File: src/rtl/regpair_file.sv
// regpair_file: byte register file with a 16-bit pair view, SP/PSW top pair, masked flag byte and PC.
// Defining REGFILE_BYPASS_EN forwards same-cycle byte writes and pair loads to rd_data/rp_data.
module regpair_file #(
  parameter int DATASIZE = 8,
  parameter int REGSBITS = 3,
  parameter int FLAGIDX = 6,
  parameter logic [DATASIZE-1:0] FLAGMASK = 8'b11010101
) (
  input  logic                      clk,
  input  logic                      rst_,
  input  logic                      wr_enb,
  input  logic [REGSBITS-1:0]       wr_addr,
  input  logic [DATASIZE-1:0]       wr_data,
  input  logic [REGSBITS-1:0]       rd_addr,
  output logic [DATASIZE-1:0]       rd_data,
  input  logic [REGSBITS-2:0]       rp_addr,
  input  logic                      rp_psw,
  input  logic [1:0]                rp_op,
  input  logic [2*DATASIZE-1:0]     rp_wdat,
  output logic [2*DATASIZE-1:0]     rp_data,
  output logic                      rp_wrap,
  input  logic [1:0]                pc_op,
  input  logic [2*DATASIZE-1:0]     pc_ld,
  output logic [2*DATASIZE-1:0]     pc_out,
  output logic [2*DATASIZE-1:0]     sp_out
);

  localparam int REGCOUNT = 2**REGSBITS;
  localparam int PAIRSIZE = 2*DATASIZE;
  localparam int REGPBITS = REGSBITS-1;
  localparam logic [REGPBITS-1:0] PAIR_TOP  = {REGPBITS{1'b1}};
  localparam logic [REGSBITS-1:0] FLAG_LO   = REGSBITS'(FLAGIDX);
  localparam logic [REGSBITS-1:0] FLAG_HI   = REGSBITS'(FLAGIDX + 1);
  localparam logic [PAIRSIZE-1:0] PAIR_ZERO = {PAIRSIZE{1'b0}};
  localparam logic [PAIRSIZE-1:0] PAIR_ONES = {PAIRSIZE{1'b1}};
  localparam logic [PAIRSIZE-1:0] PAIR_ONE  = {{(PAIRSIZE-1){1'b0}}, 1'b1};

  localparam logic [1:0] OP_NONE = 2'b00;
  localparam logic [1:0] OP_INC  = 2'b01;
  localparam logic [1:0] OP_DEC  = 2'b10;
  localparam logic [1:0] OP_LOAD = 2'b11;
  localparam logic [1:0] PC_HOLD = 2'b00;
  localparam logic [1:0] PC_INC  = 2'b01;
  localparam logic [1:0] PC_LD   = 2'b10;
  localparam logic [1:0] PC_RP   = 2'b11;

  // Every store into the flag byte keeps only its writable bits.
  function automatic logic [DATASIZE-1:0] store_byte(input logic [REGSBITS-1:0] idx,
                                                     input logic [DATASIZE-1:0] data);
    logic [DATASIZE-1:0] res;
    if (idx == FLAG_LO) res = data & FLAGMASK;
    else                res = data;
    return res;
  endfunction

  logic [DATASIZE-1:0] regs_r      [REGCOUNT];
  logic [DATASIZE-1:0] fwd_regs_s  [REGCOUNT];
  logic [DATASIZE-1:0] nxt_regs_s  [REGCOUNT];
  logic [DATASIZE-1:0] view_regs_s [REGCOUNT];
  logic [PAIRSIZE-1:0] sp_r, sp_fwd_s, sp_nxt_s, sp_view_s;
  logic [PAIRSIZE-1:0] pc_r, pc_nxt_s;
  logic [PAIRSIZE-1:0] pair_cur_s, incdec_s;
  logic [REGSBITS-1:0] hi_idx_s, lo_idx_s;
  logic                top_s, sel_sp_s, pair_act_s, incdec_act_s, hit_s, wrap_s, wrap_r;

  // Decode the selected pair, its current value, the inc/dec result and collision with the byte write
  always_comb begin
    top_s        = (rp_addr == PAIR_TOP);
    sel_sp_s     = top_s && !rp_psw;
    pair_act_s   = (rp_op != OP_NONE);
    incdec_act_s = (rp_op == OP_INC) || (rp_op == OP_DEC);
    if (top_s) begin
      hi_idx_s = FLAG_HI;
      lo_idx_s = FLAG_LO;
    end else begin
      hi_idx_s = {rp_addr, 1'b0};
      lo_idx_s = {rp_addr, 1'b1};
    end
    // SP holds no byte registers, so it can never collide with a byte write
    hit_s = pair_act_s && !sel_sp_s && ((wr_addr == hi_idx_s) || (wr_addr == lo_idx_s));
    if (sel_sp_s) pair_cur_s = sp_r;
    else          pair_cur_s = {regs_r[hi_idx_s], regs_r[lo_idx_s]};
    case (rp_op)
      OP_INC:  incdec_s = pair_cur_s + PAIR_ONE;
      OP_DEC:  incdec_s = pair_cur_s - PAIR_ONE;
      default: incdec_s = pair_cur_s;
    endcase
    wrap_s = ((rp_op == OP_INC) && (pair_cur_s == PAIR_ONES)) ||
             ((rp_op == OP_DEC) && (pair_cur_s == PAIR_ZERO));
  end

  // Next register state: byte write and pair load form the forwardable view, inc/dec lands on top
  always_comb begin
    for (int i = 0; i < REGCOUNT; i++) begin
      if ((rp_op == OP_LOAD) && !sel_sp_s && (hi_idx_s == REGSBITS'(i)))
        fwd_regs_s[i] = store_byte(REGSBITS'(i), rp_wdat[PAIRSIZE-1:DATASIZE]);
      else if ((rp_op == OP_LOAD) && !sel_sp_s && (lo_idx_s == REGSBITS'(i)))
        fwd_regs_s[i] = store_byte(REGSBITS'(i), rp_wdat[DATASIZE-1:0]);
      else if (wr_enb && !hit_s && (wr_addr == REGSBITS'(i)))
        fwd_regs_s[i] = store_byte(REGSBITS'(i), wr_data);
      else
        fwd_regs_s[i] = regs_r[i];

      if (incdec_act_s && !sel_sp_s && (hi_idx_s == REGSBITS'(i)))
        nxt_regs_s[i] = store_byte(REGSBITS'(i), incdec_s[PAIRSIZE-1:DATASIZE]);
      else if (incdec_act_s && !sel_sp_s && (lo_idx_s == REGSBITS'(i)))
        nxt_regs_s[i] = store_byte(REGSBITS'(i), incdec_s[DATASIZE-1:0]);
      else
        nxt_regs_s[i] = fwd_regs_s[i];
    end
    if (sel_sp_s && (rp_op == OP_LOAD)) sp_fwd_s = rp_wdat;
    else                                sp_fwd_s = sp_r;
    if (sel_sp_s && incdec_act_s) sp_nxt_s = incdec_s;
    else                          sp_nxt_s = sp_fwd_s;
  end

  // Read ports: stored contents, or the forwarded view when bypassing is built in
  always_comb begin
    for (int i = 0; i < REGCOUNT; i++) begin
`ifdef REGFILE_BYPASS_EN
      view_regs_s[i] = fwd_regs_s[i];
`else
      view_regs_s[i] = regs_r[i];
`endif
    end
`ifdef REGFILE_BYPASS_EN
    sp_view_s = sp_fwd_s;
`else
    sp_view_s = sp_r;
`endif
    rd_data = view_regs_s[rd_addr];
    if (sel_sp_s) rp_data = sp_view_s;
    else          rp_data = {view_regs_s[hi_idx_s], view_regs_s[lo_idx_s]};
  end

  // Program counter next value; PCHL takes the pre-edge pair read
  always_comb begin
    case (pc_op)
      PC_HOLD: pc_nxt_s = pc_r;
      PC_INC:  pc_nxt_s = pc_r + PAIR_ONE;
      PC_LD:   pc_nxt_s = pc_ld;
      PC_RP:   pc_nxt_s = rp_data;
      default: pc_nxt_s = pc_r;
    endcase
  end

  // State registers with asynchronous clear
  always_ff @(posedge clk or negedge rst_) begin
    if (!rst_) begin
      for (int i = 0; i < REGCOUNT; i++) regs_r[i] <= {DATASIZE{1'b0}};
      sp_r   <= PAIR_ZERO;
      pc_r   <= PAIR_ZERO;
      wrap_r <= 1'b0;
    end else begin
      for (int i = 0; i < REGCOUNT; i++) regs_r[i] <= nxt_regs_s[i];
      sp_r   <= sp_nxt_s;
      pc_r   <= pc_nxt_s;
      wrap_r <= wrap_s;
    end
  end

  assign pc_out  = pc_r;
  assign sp_out  = sp_r;
  assign rp_wrap = wrap_r;

endmodule
File: config.mk
export PLATFORM = sky130hd
export DESIGN_NAME = regpair_file
export DESIGN_NICKNAME = d
export VERILOG_FILES = /design/src/rtl/regpair_file.sv
export SDC_FILE = /design/constraint.sdc
export NUM_CORES = 1
export LEC_CHECK = 0
export BUFFER_PORTS_ARGS = -buffer_cell sky130_fd_sc_hd__buf_2
export CAP_MARGIN = 20
export CORE_AREA = 4 4 123 125
export DETAILED_ROUTE_END_ITERATION = 12
export DIE_AREA = 0 0 127 129
export PLACE_DENSITY = 0.84
export SYNTH_ARGS = -nofsm -noshare
export SYNTH_HDL_FRONTEND = slang
export SYNTH_SLANG_ARGS = --single-unit
File: constraint.sdc
create_clock -name clk -period 5.9 [get_ports clk]
set_input_delay 1.18 -clock clk [delete_from_list [all_inputs] [get_ports clk]]
set_output_delay 1.18 -clock clk [all_outputs]
set_load 0.01 [all_outputs]
== After elaboration in Yosys (flattened, before gate mapping) ==
Index checks and enable logic that the tools add are counted.

* Bits of input ports: 56
* Output and inout port bits: 57
* Logic and storage cells: 178
* Register bits: 97

* Eq/ne operators: 31
* Mux-type cells: 56
* $lt $le $gt $ge: 3
* Reductions and logical operators: 71
* Bitwise gates (word level): 3
* $add $sub $neg: 3

{| class="wikitable"
|+ Operators by type and width
! kind !! count
|-
| $mux W8 || 46
|-
| $bmux W8 S3 || 3
|-
| $logic_and A1 B1 Y1 || 50
|-
| $mux W16 || 3
|-
| $pmux W16 S3 || 1
|-
| $reduce_bool A5 Y1 || 8
|-
| $eq A3 B3 Y1 const B || 12
|-
| $add A16 B1 Y16 const B || 2
|-
| $pmux W16 S2 || 1
|-
| $eq A3 B2 Y1 const B || 6
|-
| $eq A16 B16 Y1 const B || 1
|-
| $logic_not A16 Y1 || 1
|-
| $sub A16 B1 Y16 const B || 1
|-
| $ge A4 B4 Y1 const B || 3
|-
| $not A3 Y4 || 3
|-
| $eq A2 B2 Y1 const B || 5
|-
| $eq A3 B1 Y1 const B || 3
|-
| $logic_not A3 Y1 || 3
|-
| $eq A3 B3 Y1 || 2
|-
| $mux W3 || 2
|-
| $eq A2 B1 Y1 const B || 2
|-
| $reduce_bool A2 Y1 || 2
|-
| $logic_not A1 Y1 || 3
|-
| $logic_or A1 B1 Y1 || 3
|-
| $logic_not A2 Y1 || 1
|}

== Longest topological paths before layout ==
Gate-level depths: netlist of run 1.

* Depth in word-level cells: 13
* Gate-level depth with buffers: 17
* Mapped depth without buffers: 13

== Worst setup path before layout of run 1 ==
No wires, ideal clock.

* Path kind: input to register
* From: in rp_addr[0]
* To: reg regs_r[27] (netlist name)
* Arrival: 4.625 ns
* Stages on the path: 16
* Data required time: 5.753 ns
* Path slack: 1.128 ns
* Setup time: 0.147 ns
* Path buffers: 3
* Cell sequence: buf_2 -> buf_2 -> buf_2 -> mux2i_1 -> nor2_1 -> a21oi_1 -> a22o_1 -> a22oi_1 -> ha_1 -> a21oi_1 -> a21bo_2 -> o41ai_4 -> nor2_2 -> or4_1 -> o211ai_2 -> a221oi_1

* Elaborated cells on any way between the ends: 38
* Those cells by class: add/sub: 2; eq/ne: 5; mux: 14; bitwise: 2; reduce/logical: 15

{| class="wikitable"
|+ RTL lines
! element !! RTL line !! source
|-
| from (decl) || 16 || <nowiki>input logic [REGSBITS-2:0] rp_addr,</nowiki>
|-
| $eq A2 B2 Y1 || 68 || <nowiki>top_s = (rp_addr == PAIR_TOP);</nowiki>
|-
| $mux W3 || 72 || <nowiki>if (top_s) begin</nowiki>
|-
| $not A3 Y4 || n/a ||
|-
| $bmux W8 S3 || n/a ||
|-
| $mux W8 (2 in a row) || n/a ||
|-
| $mux W16 (*) || n/a ||
|-
| named net rp_data[4] || 20 || <nowiki>output logic [2*DATASIZE-1:0] rp_data,</nowiki>
|-
| $sub A16 B1 Y16 / $add A16 B1 Y16 (equally long branches) || 85, 84 ||
|-
| $pmux W16 S2 (*) || 83 || <nowiki>case (rp_op)</nowiki>
|-
| $mux W8 (*) || 104 || <nowiki>if (incdec_act_s && !sel_sp_s && (hi_idx_s == REGSBITS'(i)))</nowiki>
|-
| to (decl) || 56 || <nowiki>logic [DATASIZE-1:0] regs_r [REGCOUNT];</nowiki>
|}

The timed path passes the listed nets; every way through them passes the cells marked *. The select of a mux whose other input is x is not followed.
A chain may end at the register's enable or synchronous reset.

== Final worst setup path of run 1 ==
* From: in rp_psw
* To: reg sp_r[14] (netlist: sp_out[14])

* Longest elaborated chain between the ends: 6
* Elaborated cells on any way between the ends: 10
* Those cells by class: add/sub: 2; mux: 3; reduce/logical: 5

{| class="wikitable"
|+ RTL lines
! element !! RTL line !! source
|-
| from (decl) || 17 || <nowiki>input logic rp_psw,</nowiki>
|-
| $logic_not A1 Y1 (*) || 69 || <nowiki>sel_sp_s = top_s && !rp_psw;</nowiki>
|-
| $logic_and A1 B1 Y1 (*) || 69 ||
|-
| $mux W16 || 81 || <nowiki>if (sel_sp_s) pair_cur_s = sp_r;</nowiki>
|-
| $sub A16 B1 Y16 / $add A16 B1 Y16 (equally long branches) || 85, 84 ||
|-
| $pmux W16 S2 || 83 ||
|-
| $mux W16 || 113 || <nowiki>if (sel_sp_s && incdec_act_s) sp_nxt_s = incdec_s;</nowiki>
|-
| to (signal assigned) || 156 || <nowiki>sp_r <= sp_nxt_s;</nowiki>
|-
| to (decl) || 60 || <nowiki>logic [PAIRSIZE-1:0] sp_r, sp_fwd_s, sp_nxt_s, sp_view_s;</nowiki>
|}

Mark *: on every way between the ends. The rest lies on a longest branch, timed or not.

==> results of run 1 <==
==> state kept, by name, indices dropped and copies added, names as in the netlist <==
| name | cells |
|---|---|
| regs_r | 61 |
| pc_out | 16 |
| sp_out | 16 |
| rp_wrap | 1 |
==> layout by cell type (no fill, tap or decap), types with 11 or more instances in the layout <==
cell type	n
and3_1	13
nand3_1	44
nand2_1	135
a31oi_1	12
nor2_1	53
nor2b_1	15
nand4_1	15
o211ai_1	16
mux4_2	22
buf_4	18
buf_2	111
o21ai_0	58
xnor2_1	19
nor3_1	15
a21oi_1	111
and2_1	11
ha_1	19
mux2i_1	37
dfrtp_1	94
mux2_2	13
inv_1	26
==> how the worst max path moves through the flow <==
stage	startpoint	slack, ns	end	depth (start not counted)
floorplan	rp_addr[0]	1.13	regs_r[27]$_DFFE_PN0P_	16
global placement	rp_addr[0]	1.05	sp_out[14]$_DFFE_PN0P_	11
detailed placement	rp_psw	0.89	sp_out[14]$_DFFE_PN0P_	14
CTS	rp_addr[0]	1.27	sp_out[14]$_DFFE_PN0P_	11
global route	rp_addr[0]	0.89	sp_out[14]$_DFFE_PN0P_	11
finish	rp_psw	1.13	sp_out[14]$_DFFE_PN0P_	14
==> routing by layer <==
metal	routed length, um	part of all wire (%)
met1	10400	36
met2	12200	43
met4	1660	5.8
met3	4180	15
met5	13	0.046
==> worst register-to-register path: stages (launching register included) <==
cell and delay, ns:
dfrtp_1 0.40, and2_1 0.16, mux4_2 0.49, a21oi_1 0.15
buf_4 0.17, inv_1 0.11, fa_1 0.49, a21oi_1 0.18
o21ai_0 0.23, a211oi_1 0.32, a21oi_1 0.19, a21oi_1 0.22
xor2_1 0.52, o21ai_0 0.18
==> final cells by class <==
class | instances | area [um^2]
clock buffers | 12 | 267
clock inverters | 4 | 37.5
fillers | 1233 | 5280
inverters | 27 | 104
multi-input cells | 739 | 4920
flip-flops and latches | 94 | 2350
well taps | 180 | 225
repair buffers | 129 | 691
==> power by group through the flow <==
stage               clock [mW]  combinational [mW]  sequential, mW
floorplan                    0               0.926            1.00
CTS                      0.614                1.41            1.04
detailed placement           0                1.40            1.05
finish                   0.612                1.45            1.05
global route             0.642                1.56            1.07
global placement             0                1.37            1.04
==> cells by family after synthesis <==
logic type / Yosys count
AND/OR/NAND/NOR: 335
AO/OA/AOI/OAI: 282
buffers and inverters: 96
flip-flops: 94
multiplexers: 73
XOR/XNOR: 29
adder cells (fa/ha/maj): 20
==> metrics by stage <==
| stage | std cells | worst slack [ns] | power [mW] | hold WS (ns) |
|---|---|---|---|---|
| final | 1185 | 1.13 | 3.12 | 0.527 |
| after CTS | 1185 | 1.27 | 3.06 | 0.522 |
| after global placement | 1169 | 1.05 | 2.41 | 0.489 |
| after floorplan | 929 | 1.13 | 1.93 | 0.458 |
| after detailed placement | 1169 | 0.888 | 2.44 | 0.506 |
| after global routing | 1185 | 0.887 | 3.27 | 0.537 |
==> flow_metrics.env, run 1 <==
export IMPL_arrival_ns=4.99
export IMPL_htreeDepth=3
export IMPL_synth_adder_area_share_pct=3.37
export IMPL_dr_first_iter_drc_count=1292
export IMPL_finalClockSkew_ns=0.00864
export IMPL_synth_most_common_cell="nand2_1"
export IMPL_clkSinkCount=94
export IMPL_hold_depth=1
export IMPL_slew_viol_final=0
export IMPL_path_cells="buf_2 > and2_1 > mux4_2 > a21oi_1 > buf_4 > inv_1 > fa_1 > a21oi_1 > o21ai_0 > a211oi_1 > a21oi_1 > a21oi_1 > xor2_1 > o21ai_0"
export IMPL_cap_violations=0
export IMPL_slew_headroom_pct=27.9
export IMPL_wirelength_um=28500
export IMPL_final_antenna_net_count=0
export IMPL_seq_area_frac_synth_pct=30.7
export IMPL_cp_slowest_stage_delay_ns=0.52
export IMPL_dieArea_um2=16400
export IMPL_busiest_layer="met2"
export IMPL_utilization_pct=62.0
export IMPL_yosysTopAreaCell="dfrtp_1"
export IMPL_layout_min_cycle_time_ns=4.77
export IMPL_via_per_inst=7.01
export IMPL_grt_pass1_vias=8029
export IMPL_async_flop_share_pct=100
export IMPL_min_from="regs_r[17]$_DFFE_PN0P_"
export IMPL_rsz0062_at_grt="no"
export IMPL_setup_worst_path_class="in2reg"
export IMPL_internal_power_mw=1.74
export IMPL_start_util_pct=55.1
export IMPL_crit_family="compound AO/OA/AOI/OAI gates"
export IMPL_die_y_um=129
export IMPL_dr_total_vias=8311
export IMPL_p_clk_share_pct=19.6
export IMPL_port_buffers=112
export IMPL_p_per_area_nw_per_um2=363
export IMPL_cts_repair_resized=0
export IMPL_track_usage_pct=34.9
export IMPL_cts_root_buf="clkbuf_16"
export IMPL_hold_end="regs_r[17]$_DFFE_PN0P_"
export IMPL_syn_inst=929
export IMPL_fp_row_count=43
export IMPL_path_buf_inv=3
export IMPL_synth_compound_area_share_pct=23.3
export IMPL_synth_avg_cell_area_um2=8.24
export IMPL_startpoint_type="input pin"
export IMPL_gp_congestion=1.01
export IMPL_worstRegToRegCells=13
export IMPL_fin_setup_tns_ns=0
export IMPL_cts_tree="yes"
export IMPL_post_drt_wl_per_cell_um=24.0
export IMPL_power_switching_mw=1.37
export IMPL_synth_mux_area_fraction_pct=13.4
export IMPL_yosys_register_bits=94
export IMPL_r2r_start="regs_r[8]$_DFFE_PN0P_"
export IMPL_r2r_end="sp_out[14]$_DFFE_PN0P_"
export IMPL_cts_buffers=9
export IMPL_synth_common_cells="nand2_1 (135), a21oi_1 (111), dfrtp_1 (94)"
export IMPL_fin_area_um2=8600
export IMPL_synthTopCellsByArea="dfrtp_1 (31%), a21oi_1 (7.3%), nand2_1 (6.6%), mux4_2 (6.5%), mux2i_1 (4.8%)"
export IMPL_dpl_cell_area_um2=8300
export IMPL_worstPathRequired_ns=6.12
export IMPL_diodes=0
export IMPL_clk_latency_ns=0.37
export IMPL_yosysWarnings=0
export IMPL_synth_xor_area_share_pct=3.51
export IMPL_use_met1_pct=45.3
export IMPL_synth_nets=1005
export IMPL_yosysTopAreaCellShare_pct=30.7
export IMPL_die_w_um=127
export IMPL_peakVddDrop_uv=220
export IMPL_antenna_found_initial=1
export IMPL_sw_frac_of_total_pct=44.1
export IMPL_gr_usage_met3_pct=10.5
export IMPL_dpl_hpwl_um=19700
export IMPL_core_um2=13900
export IMPL_drc=0
export IMPL_synthDistinctLibCells=72
export IMPL_hold_viol_final=0
export IMPL_combinationalPowerShare_pct=46.5
export IMPL_ff2ff_setup_slack_ns=1.93
export IMPL_fmax_ghz=0.210
export IMPL_tightest_slew_ns=1.08
export IMPL_p_leak_nw=3.84
export IMPL_finalCritPeriodShare_pct=80.8
export IMPL_grt_max_degree=50
export IMPL_globalRouteOverflowTotal=0
export IMPL_cp_common_cell="a21oi_1"
export IMPL_ys_flop_type="dfrtp_1"
export IMPL_synth_top_family_by_area="compound AO/OA/AOI/OAI gates"
export IMPL_synthSimpleGateAreaFrac_pct=20.7
export IMPL_netlist_area_um2=7650
export IMPL_power_frac_seq_pct=33.8
export IMPL_clkTransAtPathRegs_ns=0.07
export IMPL_grt_pass1_wl_um=44300
export IMPL_pin_count=113
export IMPL_areaGrowthSynthToFinish_pct=12.4
export IMPL_hold_class="reg2reg"
export IMPL_crit_path_end_kind="flip-flop"
export IMPL_drtPass1Iterations=7
export IMPL_cpMaxStageDelayCell="xor2_1"
export IMPL_cts_setup_buffers=0
export IMPL_synth_edf_count=0
export IMPL_drive_above_1_share_pct=19.6
export IMPL_status="finished clean"
export IMPL_final_setup_viol_count=0
export IMPL_fin_nets=1076
export IMPL_worst_path_max_fanout=31
export IMPL_grt_use_met2_pct=52.5
export IMPL_holdBufCountCts=0
export IMPL_clock_path_buffers=2
(Power assumes the default switching activity.)
==> run 2, diff against run 1 <==
- ABC_AREA: default -> 1
- PLACE_DENSITY: 0.84 -> 0.83
- clock period: 5.9 -> 4.4 ns (I/O delays scaled with it)
==> run 2 against run 1 <==
  * First-iteration DRC count rose by 15%
  * Synthesized area fell by 1.1%
  * Hold slack got worse by 0.025 ns
  * Count of clock-buffer cells in the layout fell by 2
  * Final area rose by 1.8%
  * Cell count rose by 20%
==> flow_metrics.env, run 2 <==
export IMPL_status="finished clean"
export IMPL_drive_above_1_share_pct=19.3
export IMPL_utilization_pct=63.1
export IMPL_htreeDepth=3
export IMPL_async_flop_share_pct=100
export IMPL_synth_common_cells="nand2_1 (236), o21ai_0 (139), inv_1 (124)"
export IMPL_seq_area_frac_synth_pct=31.1
export IMPL_clkSinkCount=94
export IMPL_largest_reg_flops=61
export IMPL_die_y_um=129
export IMPL_start_util_pct=54.5
export IMPL_yosysTopAreaCellShare_pct=31.1
export IMPL_port_buffers=112
export IMPL_clkTransAtPathRegs_ns=0.07
export IMPL_p_leak_nw=4.37
export IMPL_crit_path_end_kind="flip-flop"
export IMPL_cp_slowest_stage_delay_ns=0.43
export IMPL_grt_pass1_vias=8456
export IMPL_synth_edf_count=0
export IMPL_post_drt_wl_per_cell_um=22.4
export IMPL_synthDistinctLibCells=51
export IMPL_cts_buffers=9
export IMPL_synthTopCellsByArea="dfrtp_1 (31%), nand2_1 (12%), o21ai_0 (9.2%), inv_1 (6.2%), a21oi_1 (5.4%)"
export IMPL_clk_latency_ns=0.36
export IMPL_multi_input_area_um2=4460
export IMPL_synth_avg_cell_area_um2=6.77
export IMPL_fp_row_count=43
export IMPL_regMostFlops="regs_r"
export IMPL_synth_most_common_cell="nand2_1"
export IMPL_synth_nets=1193
export IMPL_cts_tree="yes"
export IMPL_tightest_slew_ns=0.715
export IMPL_core_um2=13900
export IMPL_pin_count=113
export IMPL_rsz0062_at_grt="no"
export IMPL_fmax_ghz=0.250
export IMPL_antenna_found_initial=0
export IMPL_syn_inst=1117
export IMPL_p_per_area_nw_per_um2=417
export IMPL_cts_setup_buffers=0
export IMPL_slew_viol_final=0
export IMPL_final_setup_viol_count=0
export IMPL_wirelength_um=31800
export IMPL_regArea_um2=2350
export IMPL_fin_area_um2=8760
export IMPL_worst_path_max_fanout=14
export IMPL_startpoint_type="input pin"
export IMPL_hold_viol_final=0
export IMPL_yosysWarnings=0
export IMPL_peakVddDrop_uv=259
export IMPL_cpMaxStageDelayCell="a31oi_1"
export IMPL_fin_setup_tns_ns=0
export IMPL_cap_violations=0
export IMPL_arrival_ns=4.24
export IMPL_layout_commonest_cell="nand2_1"
export IMPL_track_usage_pct=39.0
export IMPL_path_cells="buf_2 > nand2_2 > o22ai_1 > inv_1 > a31oi_1 > inv_1 > ha_1 > a21oi_1 > o21ai_0 > a211oi_1 > nand2_1 > nand2_1 > nand3_2 > o21ai_1 > o21ai_0"
export IMPL_via_per_inst=6.39
export IMPL_finalCritPeriodShare_pct=91.0
export IMPL_worst_hold_slack_ns=0.502
export IMPL_setup_worst_path_class="in2reg"
export IMPL_clock_path_buffers=2
export IMPL_areaGrowthSynthToFinish_pct=15.7
export IMPL_drc=0
export IMPL_dpl_cell_area_um2=8440
export IMPL_die_w_um=127
export IMPL_fin_ws_ns=0.397
export IMPL_drtPass1Iterations=6
export IMPL_grt_max_degree=39
export IMPL_yosysTopAreaCell="dfrtp_1"
export IMPL_layout_common_cells="nand2_1 (236), o21ai_0 (139), inv_1 (124)"
export IMPL_cts_repair_resized=0
export IMPL_fin_nets=1312
export IMPL_dr_total_vias=9079
export IMPL_dieArea_um2=16400
export IMPL_hold_class="reg2reg"
export IMPL_cts_root_buf="clkbuf_16"
export IMPL_layout_min_cycle_time_ns=4.00
export IMPL_worstPathRequired_ns=4.64
export IMPL_fill_cells=1324
export IMPL_holdBufCountCts=0
export IMPL_slew_headroom_pct=51.8
export IMPL_netlist_area_um2=7570
export IMPL_finalClockSkew_ns=0.00738
export IMPL_dpl_hpwl_um=23700
export IMPL_dr_first_iter_drc_count=1480
export IMPL_globalRouteOverflowTotal=0
export IMPL_post_place_ws_ns=0.182
export IMPL_grt_pass1_wl_um=48700
export IMPL_diodes=0
export IMPL_ys_flop_type="dfrtp_1"
export IMPL_gp_congestion=1.12
export IMPL_yosys_register_bits=94
export IMPL_final_antenna_net_count=0
[run 2: metrics by stage]
stage / instances / power [mW]
after floorplan: 1117 / 2.10
after global placement: 1405 / 2.70
after detailed placement: 1405 / 2.71
after CTS: 1421 / 3.58
after global routing: 1421 / 3.82
final: 1421 / 3.65
[run 2: worst max-delay path: cells and delay by family]
family	cells	cell delay (ns)
simple gates	4	0.60
fa+ha+maj	1	0.39
compound gates	7	1.76
buf+inv	3	0.60
[run 2: logic make-up after synthesis]
kind of cell | count (synthesis) | share of synthesized area (%)
AND/OR/NAND/NOR | 453 | 27.3
AO/OA/AOI/OAI | 355 | 26.7
buffers and inverters | 184 | 9.99
flip-flops | 94 | 31.1
adder cells (fa/ha/maj) | 20 | 3.41
XOR/XNOR | 11 | 1.47
[run 2: final timing paths]
check,start,endpoint,slack (ns),depth (start not counted)
worst max-delay path,rp_addr[0],regs_r[46]$_DFFE_PN0P_,0.40,15
worst min-delay path,regs_r[44]$_DFFE_PN0P_,regs_r[44]$_DFFE_PN0P_,0.50,2
worst max register to register,regs_r[15]$_DFFE_PN0P_,regs_r[60]$_DFFE_PN0P_,1.23,15
worst min register to register,regs_r[44]$_DFFE_PN0P_,regs_r[44]$_DFFE_PN0P_,0.50,2
max in group asynchronous,rst_,sp_out[8]$_DFFE_PN0P_,2.99,2
min in group asynchronous,rst_,regs_r[39]$_DFFE_PN0P_,0.51,1
[run 2: layer usage]
metal / vias up / part of all wire (%) / global-route usage (%)
li1: 4042 / - / -
met1: 4093 / 37 / 51.8
met2: 765 / 42 / 57.4
met3: 179 / 14 / 10.4
met4: 0 / 6.8 / 22.8
met5: - / 0 / 0
[run 2: final cells by class]
type	count	area share (%)
clock buffer	10	2.73
clock inverter	6	0.957
multi-input combinational	839	50.9
tap	180	2.57
inverter	138	5.94
timing repair buffer	154	10.0
sequential	94	26.9
[run 2: report_power, final]
part / leakage [nW] / internal, mW / switching (mW) / total, mW
logic: 3.06 / 0.488 / 1.01 / 1.50
registers: 1.15 / 1.07 / 0.194 / 1.27
clock network: 0.163 / 0.514 / 0.372 / 0.885
